## config.mk

```make
export PLATFORM = sky130hd
export DESIGN_NAME = sine_unit_arbiter_flat
export DESIGN_NICKNAME = d
export VERILOG_FILES = /design/src/rtl/sine_unit_arbiter_if.sv /design/src/rtl/sine_unit_arbiter.sv /design/src/flat_wrapper.sv
export SDC_FILE = /design/constraint.sdc
export NUM_CORES = 1
export LEC_CHECK = 0
export ABC_AREA = 1
export CAP_MARGIN = 20
export CORE_UTILIZATION = 53
export CTS_CLUSTER_SIZE = 14
export DETAILED_ROUTE_END_ITERATION = 10
export GPL_TIMING_DRIVEN = 1
export HOLD_SLACK_MARGIN = 0.05
export MAX_ROUTING_LAYER = met4
export PLACE_DENSITY = 0.95
export SLEW_MARGIN = 20
export SYNTH_ARGS = -nofsm -noshare
export SYNTH_HDL_FRONTEND = slang
export SYNTH_SLANG_ARGS = --single-unit
```

## constraint.sdc

```tcl
create_clock -name clk -period 3.9 [get_ports clk]
set_input_delay 0.78 -clock clk [delete_from_list [all_inputs] [get_ports clk]]
set_output_delay 0.78 -clock clk [all_outputs]
set_load 0.05 [all_outputs]
```

## src/rtl/sine_unit_arbiter_if.sv

```systemverilog
// sine_unit_arbiter_if: request, sine-unit and response signals of the shared sine unit arbiter
`ifndef TOTAL_WIDTH
`define TOTAL_WIDTH 16
`endif

interface sine_unit_arbiter_if #(
   parameter int N_REQ = 4,
   parameter int ID_W  = 2,
   parameter int TW    = `TOTAL_WIDTH
);
   logic [N_REQ-1:0]    req_valid;
   logic [N_REQ*TW-1:0] req_x;
   logic [N_REQ-1:0]    req_ready;
   logic [TW-1:0]       sin_x;
   logic [TW-1:0]       sin_y;
   logic                rsp_valid;
   logic                rsp_ready;
   logic [ID_W-1:0]     rsp_id;
   logic [TW-1:0]       rsp_y;
   logic                busy;

   modport master (
      output req_valid, req_x, sin_y, rsp_ready,
      input  req_ready, sin_x, rsp_valid, rsp_id, rsp_y, busy
   );

   modport slave (
      input  req_valid, req_x, sin_y, rsp_ready,
      output req_ready, sin_x, rsp_valid, rsp_id, rsp_y, busy
   );
endinterface

```

## src/rtl/sine_unit_arbiter.sv

```systemverilog
// sine_unit_arbiter: round-robin, credit-gated sharing of one fixed-latency sine unit; SINE_ARB_STATS_EN adds usage counters
`ifndef TOTAL_WIDTH
`define TOTAL_WIDTH 16
`endif

module sine_unit_arbiter #(
   parameter int N_REQ      = 4,
   parameter int ID_W       = 2,
   parameter int LAT        = 3,
   parameter int FIFO_DEPTH = 4,
   parameter int TW         = `TOTAL_WIDTH
) (
   input logic clk,
   input logic rst_n,
   sine_unit_arbiter_if.slave bus
`ifdef SINE_ARB_STATS_EN
   ,
   output logic [31:0] stat_issued,
   output logic [31:0] stat_stall
`endif
);
   localparam int AW = FIFO_DEPTH > 1 ? $clog2(FIFO_DEPTH) : 1;
   localparam int CW = $clog2(FIFO_DEPTH + LAT + 1) + 1;

   logic [ID_W-1:0] rr_ptr;
   logic [ID_W-1:0] grant;
   logic [ID_W-1:0] g_lo;
   logic [ID_W-1:0] g_hi;
   logic            any_valid;
   logic            any_hi;
   logic            credit_ok;
   logic            issue;
   logic            push;
   logic            pop;
   logic [TW-1:0]   sel_x;
   logic [CW-1:0]   inflight;
   logic [CW-1:0]   fifo_count;
   logic            tag_v  [LAT];
   logic [ID_W-1:0] tag_id [LAT];
   logic [ID_W-1:0] mem_id [FIFO_DEPTH];
   logic [TW-1:0]   mem_y  [FIFO_DEPTH];
   logic [AW-1:0]   wr_ptr;
   logic [AW-1:0]   rd_ptr;

   // credit counts only registered occupancy, so a pop this cycle frees a slot next cycle
   assign credit_ok     = (inflight + fifo_count) < CW'(FIFO_DEPTH);
   assign issue         = any_valid & credit_ok;
   assign push          = tag_v[LAT-1];
   assign bus.rsp_valid = fifo_count != '0;
   assign pop           = bus.rsp_valid & bus.rsp_ready;
   assign bus.rsp_id    = bus.rsp_valid ? mem_id[rd_ptr] : '0;
   assign bus.rsp_y     = bus.rsp_valid ? mem_y[rd_ptr] : '0;
   assign bus.busy      = (inflight != '0) | bus.rsp_valid;
   assign bus.sin_x     = issue ? sel_x : '0;

   // round-robin pick: lowest valid index at or above rr_ptr, else lowest valid overall
   always_comb begin
      g_lo      = '0;
      g_hi      = '0;
      any_hi    = 1'b0;
      any_valid = |bus.req_valid;
      sel_x     = '0;
      for (int i = N_REQ - 1; i >= 0; i--) begin
         if (bus.req_valid[i]) g_lo = ID_W'(i);
         if (bus.req_valid[i] && ID_W'(i) >= rr_ptr) begin
            g_hi   = ID_W'(i);
            any_hi = 1'b1;
         end
      end
      grant = any_hi ? g_hi : g_lo;
      for (int i = 0; i < N_REQ; i++) begin
         bus.req_ready[i] = issue && grant == ID_W'(i);
         if (grant == ID_W'(i)) sel_x = bus.req_x[i*TW +: TW];
      end
   end

   // pointer advances past the granted requester only when something issues
   always_ff @(posedge clk or negedge rst_n) begin
      if (!rst_n) rr_ptr <= '0;
      else if (issue) rr_ptr <= (grant == ID_W'(N_REQ - 1)) ? '0 : grant + 1'b1;
   end

   // tag pipe shifts every cycle so its last stage lines up with sin_y
   always_ff @(posedge clk or negedge rst_n) begin
      if (!rst_n) begin
         for (int i = 0; i < LAT; i++) begin
            tag_v[i]  <= 1'b0;
            tag_id[i] <= '0;
         end
      end else begin
         tag_v[0]  <= issue;
         tag_id[0] <= issue ? grant : '0;
         for (int i = 1; i < LAT; i++) begin
            tag_v[i]  <= tag_v[i-1];
            tag_id[i] <= tag_id[i-1];
         end
      end
   end

   // occupancy counters and FIFO pointers
   always_ff @(posedge clk or negedge rst_n) begin
      if (!rst_n) begin
         inflight   <= '0;
         fifo_count <= '0;
         wr_ptr     <= '0;
         rd_ptr     <= '0;
      end else begin
         inflight   <= inflight + CW'(issue) - CW'(push);
         fifo_count <= fifo_count + CW'(push) - CW'(pop);
         if (push) wr_ptr <= (wr_ptr == AW'(FIFO_DEPTH - 1)) ? '0 : wr_ptr + 1'b1;
         if (pop) rd_ptr <= (rd_ptr == AW'(FIFO_DEPTH - 1)) ? '0 : rd_ptr + 1'b1;
      end
   end

   // FIFO storage needs no reset; rsp outputs are masked while empty
   always_ff @(posedge clk) begin
      if (push) begin
         mem_id[wr_ptr] <= tag_id[LAT-1];
         mem_y[wr_ptr]  <= bus.sin_y;
      end
   end

   a_no_overflow: assert property (@(posedge clk) disable iff (!rst_n)
      !(push && fifo_count == CW'(FIFO_DEPTH)));

`ifdef SINE_ARB_STATS_EN
   // saturating issue and credit-stall counters
   always_ff @(posedge clk or negedge rst_n) begin
      if (!rst_n) begin
         stat_issued <= '0;
         stat_stall  <= '0;
      end else begin
         if (issue && stat_issued != '1) stat_issued <= stat_issued + 32'd1;
         if (any_valid && !credit_ok && stat_stall != '1) stat_stall <= stat_stall + 32'd1;
      end
   end
`endif
endmodule

```

## src/flat_wrapper.sv

```systemverilog
// flat-port wrapper written by rule: the top's interface ports become plain ports
module sine_unit_arbiter_flat 
#(
   parameter int N_REQ      = 4,
   parameter int ID_W       = 2,
   parameter int LAT        = 3,
   parameter int FIFO_DEPTH = 4,
   parameter int TW         = `TOTAL_WIDTH
)
  (clk, rst_n, bus_req_valid, bus_req_x, bus_sin_y, bus_rsp_ready, bus_req_ready, bus_sin_x, bus_rsp_valid, bus_rsp_id, bus_rsp_y, bus_busy);
  sine_unit_arbiter_if #(.N_REQ(N_REQ), .ID_W(ID_W), .TW(TW)) bus_i ();
  input logic clk;
  input logic rst_n;
  input wire logic [$bits(bus_i.req_valid)-1:0] bus_req_valid;
  input wire logic [$bits(bus_i.req_x)-1:0] bus_req_x;
  input wire logic [$bits(bus_i.sin_y)-1:0] bus_sin_y;
  input wire logic [$bits(bus_i.rsp_ready)-1:0] bus_rsp_ready;
  output wire logic [$bits(bus_i.req_ready)-1:0] bus_req_ready;
  output wire logic [$bits(bus_i.sin_x)-1:0] bus_sin_x;
  output wire logic [$bits(bus_i.rsp_valid)-1:0] bus_rsp_valid;
  output wire logic [$bits(bus_i.rsp_id)-1:0] bus_rsp_id;
  output wire logic [$bits(bus_i.rsp_y)-1:0] bus_rsp_y;
  output wire logic [$bits(bus_i.busy)-1:0] bus_busy;
  assign bus_i.req_valid = bus_req_valid;
  assign bus_i.req_x = bus_req_x;
  assign bus_i.sin_y = bus_sin_y;
  assign bus_i.rsp_ready = bus_rsp_ready;
  assign bus_req_ready = bus_i.req_ready;
  assign bus_sin_x = bus_i.sin_x;
  assign bus_rsp_valid = bus_i.rsp_valid;
  assign bus_rsp_id = bus_i.rsp_id;
  assign bus_rsp_y = bus_i.rsp_y;
  assign bus_busy = bus_i.busy;
  sine_unit_arbiter #(.N_REQ(N_REQ), .ID_W(ID_W), .LAT(LAT), .FIFO_DEPTH(FIFO_DEPTH), .TW(TW)) u_core (.clk(clk), .rst_n(rst_n), .bus(bus_i));
endmodule
```

==> results.ini, run 1 <==
[finish]
area_delta_synth_final_pct = 36.4
stdcell_area_mm2 = 0.00653
nNetsFinal = 741
drive_above_1_share = 0.121
diodes = 0
fin_util = 0.748

[clocking]
cts_hold_buffers = 0
cts.path.max_buffers = 2
clk_latency_ns = 0.36
cts-root-buf = clkbuf_8
cts_max_level = 3
clk_pin_slew_worst_paths_ns = 0.09
cts.sink_count = 95
cts_buffers = 9
cts_tree = yes

[flow_run]
drv_cap = 0

[detailed_routing]
routed_wl_um = 11400
drt_iter0_drc = 208
wl_per_cell_um = 15.3
antenna_left = 0
firstDrtPassIters = 5
drc_errors = 0
vias = 4075
via_per_inst = 5.48

[global_route]
grt_pass1_wl_um = 18000
grtUsageMet1 = 0.269
antenna_found_initial = 0
grt_pass1_vias = 4114
grt_max_degree = 38
grtUsageTotal = 0.250
gr-usage-met2 = 0.450
gr-total-overflow = 0
met3_usage = 0.0419
busiest_layer = met2

[synth]
yosys_warnings = 0
syn_inst = 503
syn_area_mm2 = 0.00478
synth-seq-area-share = 0.572
syn_nets = 613
synth_cell_type_count = 27
synth.avg_cell_area_um2 = 9.51
synth-seq-cells = 95

[sta]
worst_pin_slew_ns = 0.821
relSlewSlack = 0.452
max_freq_ghz = 0.264
final_hold_viol_count = 0
final.min_clock_period_ns = 3.79
final_max_slew_viol_count = 0
setup_viol = 0
fin_crit_sh = 0.971
setup_tns_ns = 0
skew_ns = 0.0121

[pwr]
peakVddDrop_v = 0.000763
p_leak_nw = 2.66
power_density_mw_per_mm2 = 957
power_mw = 6.25

[setup_path]
worstSetupStartpointType = primary input
arrival_ns = 3.01
critical_path_class = in2out
crit_path_max_fanout = 12
crit_start = bus_req_valid[1]
rr_worst_depth = 10
critPathCaptureType = primary output
rr_startpoint = u_core.fifo_count[2]
worstPathRequired_ns = 3.12

[die]
die_w_um = 97
num_io_pins = 127
core_mm2 = 0.00872
rows = 34
design.die.area_mm2 = 0.00941
die_y_um = 97
start_util = 0.548

[min_path]
hold-path-cell-count = 0
hp-start = u_core.tag_id[2]
hp-class = reg2reg

[place]
port_buffers = 126
hpwl_um = 8300
gp_congestion = 0.890
post_dp_cell_area_mm2 = 0.00630

[status]
status = complete, no violations

-- logic make-up (layout without fill, tap and decap cells) --
kind of cell / after synthesis / in the layout / share of synthesized area
compound gates: 129 / 129 / 0.135
xor+xnor: 4 / 4 / 0.00733
fa+ha+maj: 23 / 23 / 0.0633
buf+inv: 65 / 198 / 0.0604
flops: 95 / 95 / 0.572
simple gates: 187 / 187 / 0.161
-- path summary, 6_finish.rpt --
kind | to | slack (ns)
setup / recovery | bus_sin_x[1] | 0.11
hold / removal | u_core.tag_id[0] | 0.35
setup reg to reg | u_core.inflight[2] | 1.12
hold reg to reg | u_core.tag_id[0] | 0.35
max in group asynchronous | u_core.tag_id[2] | 3.17
min in group asynchronous | u_core.inflight[0] | 0.37
-- report_power, final --
group	total [mW]	internal, mW	switching [mW]	leakage (nW)
clock network	0.589	0.239	0.350	0.0858
registers	1.51	1.36	0.148	0.941
logic	4.15	1.54	2.61	1.63
-- layout by cell type (no fill, tap or decap), types with 2 or more instances in the layout --
cell / instances
a21oi_1: 49
buf_12: 14
buf_4: 19
clkbuf_16: 2
clkbuf_8: 9
clkdlybuf4s50_1: 103
clkinv_4: 2
clkinvlp_4: 2
dfrtp_1: 23
dlymetal6s2s_1: 2
edfxtp_1: 72
fa_1: 2
ha_1: 18
ha_2: 3
inv_1: 35
inv_2: 4
inv_6: 2
nand2_1: 58
nand2_2: 3
nand3_1: 16
nor2_1: 96
nor2_2: 10
o21ai_0: 67
o21ai_1: 12
xnor2_1: 3
-- state kept, by name (all words and copies together), names as in the netlist --
register           cells
u_core.inflight        4
u_core.wr_ptr          2
u_core.tag_id          6
u_core.rr_ptr          2
u_core.mem_y          64
u_core.tag_v           2
u_core.rd_ptr          2
u_core.fifo_count      4
u_core.mem_id          8
u_core.push            1
-- stage by stage --
step                      hold slack (ns)  worst slack, ns  instances
after floorplan                     0.331            0.348        503
after global placement              0.332           0.0950        726
after detailed placement            0.336          -0.0145        726
after CTS                           0.355           0.0543        742
after global routing                0.357          -0.0378        744
final                               0.351            0.112        744
-- critical path, stage by stage --
cell and delay (ns):
clkdlybuf4s50_1 0.45, nand2_1 0.10, nand2_1 0.08, nor2_1 0.09, nand2_1 0.08, nand2_2 0.10, buf_4 0.13, ha_2 0.22
buf_12 0.14, nand2_1 0.05, nand2_1 0.05, o21ai_0 0.07, o21ai_0 0.23, o21ai_1 0.14, nor2_2 0.15, buf_12 0.15
-- area by class of cell --
type	count	area, um2
clock buffers	9	124
clock inverters	7	56.3
fillers	580	2200
inverters	40	155
multi-input cells	343	1770
flip-flops and latches	95	2740
well taps	108	135
repair buffers	142	1550
-- cell usage after synthesis --
master | instances | area [um2]
fa_1 | 2 | 40.0
dfrtp_1 | 23 | 576
ha_1 | 21 | 263
nand3_2 | 1 | 10.0
xor2_1 | 1 | 8.76
a21oi_1 | 49 | 245
edfxtp_1 | 72 | 2160
xnor2_1 | 3 | 26.3
buf_2 | 8 | 40.0
clkbuf_1 | 8 | 30.0
or2_2 | 1 | 6.26
o21a_1 | 1 | 7.51
clkbuf_2 | 1 | 5.00
nor2_1 | 97 | 364
o21ai_1 | 8 | 40.0
nand3_1 | 16 | 80.1
nand2_2 | 1 | 6.26
o21ai_0 | 71 | 355
buf_1 | 2 | 7.51
inv_1 | 36 | 135
nand2_1 | 60 | 225
nand2_4 | 1 | 11.3
inv_2 | 4 | 15.0
nor2_2 | 9 | 56.3
nor2_4 | 1 | 11.3
buf_6 | 3 | 33.8
buf_4 | 3 | 22.5
-- what timing repair did --
item | in CTS | in global routing
endpoints found under the setup margin | 1 | 16
gates resized for setup | 1 | 17
setup buffers | 0 | 2
pin swaps | 0 | 2
-- layer usage --
metal,vias up,wire length (um)
li1,1943,-
met1,1889,4130
met2,210,6120
met3,33,832
met4,0,306
met5,-,0
Note: power is estimated with default switching activity, not from simulation.
==> run 2, diff against run 1 <==
--- a/config.mk
+++ b/config.mk
@@ -8,11 +8,10 @@
 export ABC_AREA = 1
 export CAP_MARGIN = 20
 export CORE_UTILIZATION = 53
-export CTS_CLUSTER_SIZE = 14
+export CTS_CLUSTER_SIZE = 8
 export DETAILED_ROUTE_END_ITERATION = 10
 export GPL_TIMING_DRIVEN = 1
 export HOLD_SLACK_MARGIN = 0.05
-export MAX_ROUTING_LAYER = met4
 export PLACE_DENSITY = 0.95
 export SLEW_MARGIN = 20
 export SYNTH_ARGS = -nofsm -noshare
==> run 2 against run 1 <==
  * Critical path depth stayed put
  * Power is 0.48% higher
  * Sequential share of layout area is 0.088 points lower
  * Non-clock buffer count is 1 lower
  * Critical path type unchanged
==> results.ini, run 2 (same netlist as run 1, synthesis figures left out) <==
[sta]
max_freq_ghz = 0.270
final_hold_viol_count = 0
finalWorstSetupSlack_ns = 0.191
skew_ns = 0.0172
final.min_clock_period_ns = 3.71
worst_pin_slew_ns = 0.859
setup_viol = 0
relSlewSlack = 0.426
setup_tns_ns = 0
fin_crit_sh = 0.951
final_max_slew_viol_count = 0

[clocking]
cts_hold_buffers = 0
cts.sink_count = 95
clk_pin_slew_worst_paths_ns = 0.09
cts_buffers = 9
cts_max_level = 3
cts.path.max_buffers = 2
cts-root-buf = clkbuf_8
clk_latency_ns = 0.37
cts_tree = yes

[finish]
final_common_cell = clkdlybuf4s50_1
largest_reg_flops = 64
area_delta_synth_final_pct = 36.7
top_regs = u_core.mem_y x64, u_core.mem_id x8, u_core.tag_id x6
drive_above_1_share = 0.120
regMostFlops = u_core.mem_y
nNetsFinal = 740
fin_cells = 743
final_cell_mix = clkdlybuf4s50_1, nor2_1, edfxtp_1
diodes = 0

[detailed_routing]
drt_iter0_drc = 199
vias = 4043
routed_wl_um = 11600
via_per_inst = 5.44
antenna_left = 0
firstDrtPassIters = 5
wl_per_cell_um = 15.6
drc_errors = 0

[setup_path]
critical_path_class = in2out
arrival_ns = 2.93
worstSetupStartpointType = primary input
worstPathRequired_ns = 3.12
critPathCaptureType = primary output
crit_path_max_fanout = 18

[global_route]
busiest_layer = met2
gr-total-overflow = 0
antenna_found_initial = 0
grtUsageMet1 = 0.277
grtUsageTotal = 0.257
grt_pass1_vias = 4223
met3_usage = 0.0607
gr-usage-met2 = 0.470
grt_pass1_wl_um = 19000
grt_max_degree = 38

[place]
hpwl_um = 8220
dp_slack_ns = 0.0119
dp_cells = 726
gp_congestion = 0.848
port_buffers = 126

[die]
die_y_um = 97
rows = 34
start_util = 0.548
num_io_pins = 127
design.die.area_mm2 = 0.00941
die_w_um = 97
core_mm2 = 0.00872

[status]
status = complete, no violations

[pwr]
peakVddDrop_v = 0.000694
power_density_mw_per_mm2 = 960
p_leak_nw = 2.65

[min_path]
hp-class = reg2reg

[flow_run]
drv_cap = 0

## run 2: final timing paths
path / endpoint / slack (ns) / cells past startpoint / startpoint
max in group asynchronous: u_core.wr_ptr[0] / 3.17 / 1 / rst_n
worst max register to register: u_core.inflight[2] / 1.11 / 10 / u_core.fifo_count[2]
worst min register to register: u_core.tag_id[2] / 0.35 / 0 / u_core.tag_id[4]
worst max-delay path: bus_sin_x[7] / 0.19 / 16 / bus_req_valid[1]
worst min-delay path: u_core.tag_id[2] / 0.35 / 0 / u_core.tag_id[4]
min in group asynchronous: u_core.rd_ptr[0] / 0.37 / 1 / rst_n
## run 2: metal layers
| metal | share of wire | routed length (um) |
|---|---|---|
| met3 | 0.058 | 675 |
| met4 | 0.021 | 248 |
| met5 | 0 | 0 |
| met1 | 0.37 | 4250 |
| met2 | 0.55 | 6430 |
## run 2: critical path: stages
cell	delay, ns
clkdlybuf4s50_1	0.50
nand2_1	0.08
nand2_1	0.08
nor2_1	0.05
nand2_1	0.07
nand2_2	0.07
inv_1	0.08
ha_2	0.21
inv_4	0.09
buf_4	0.16
nand2_1	0.05
o21ai_0	0.08
o21ai_0	0.18
o21ai_1	0.15
nor2_2	0.15
buf_12	0.15
## run 2: power breakdown
group	internal, mW	switching (mW)
clock network	0.238	0.353
logic	1.54	2.63
registers	1.36	0.150
## run 2: cell type report
cell class	instances	area [um2]
fillers	571	2180
clock buffers	9	124
inverters	40	153
repair buffers	141	1540
well taps	108	135
flip-flops and latches	95	2740
multi-input cells	343	1790
clock inverters	7	56.3
## run 2: what timing repair did
| action | 4_1_cts | 5_1_grt |
|---|---|---|
| gates cloned | 0 | 0 |
| setup endpoints to repair | 1 | 16 |
| setup buffers | 0 | 1 |
| gates resized for setup | 1 | 13 |
| pin swaps | 0 | 1 |
## run 2: per-stage QoR
step | hold slack (ns) | util | area [um2] | total power, mW
floorplan | 0.331 | - | 4780 | 4.25
global placement | 0.332 | 0.723 | 6310 | 5.46
detailed placement | 0.335 | 0.723 | 6310 | 5.65
CTS | 0.356 | 0.744 | 6490 | 6.25
global route | 0.364 | 0.750 | 6540 | 6.67
finish | 0.354 | 0.750 | 6540 | 6.28
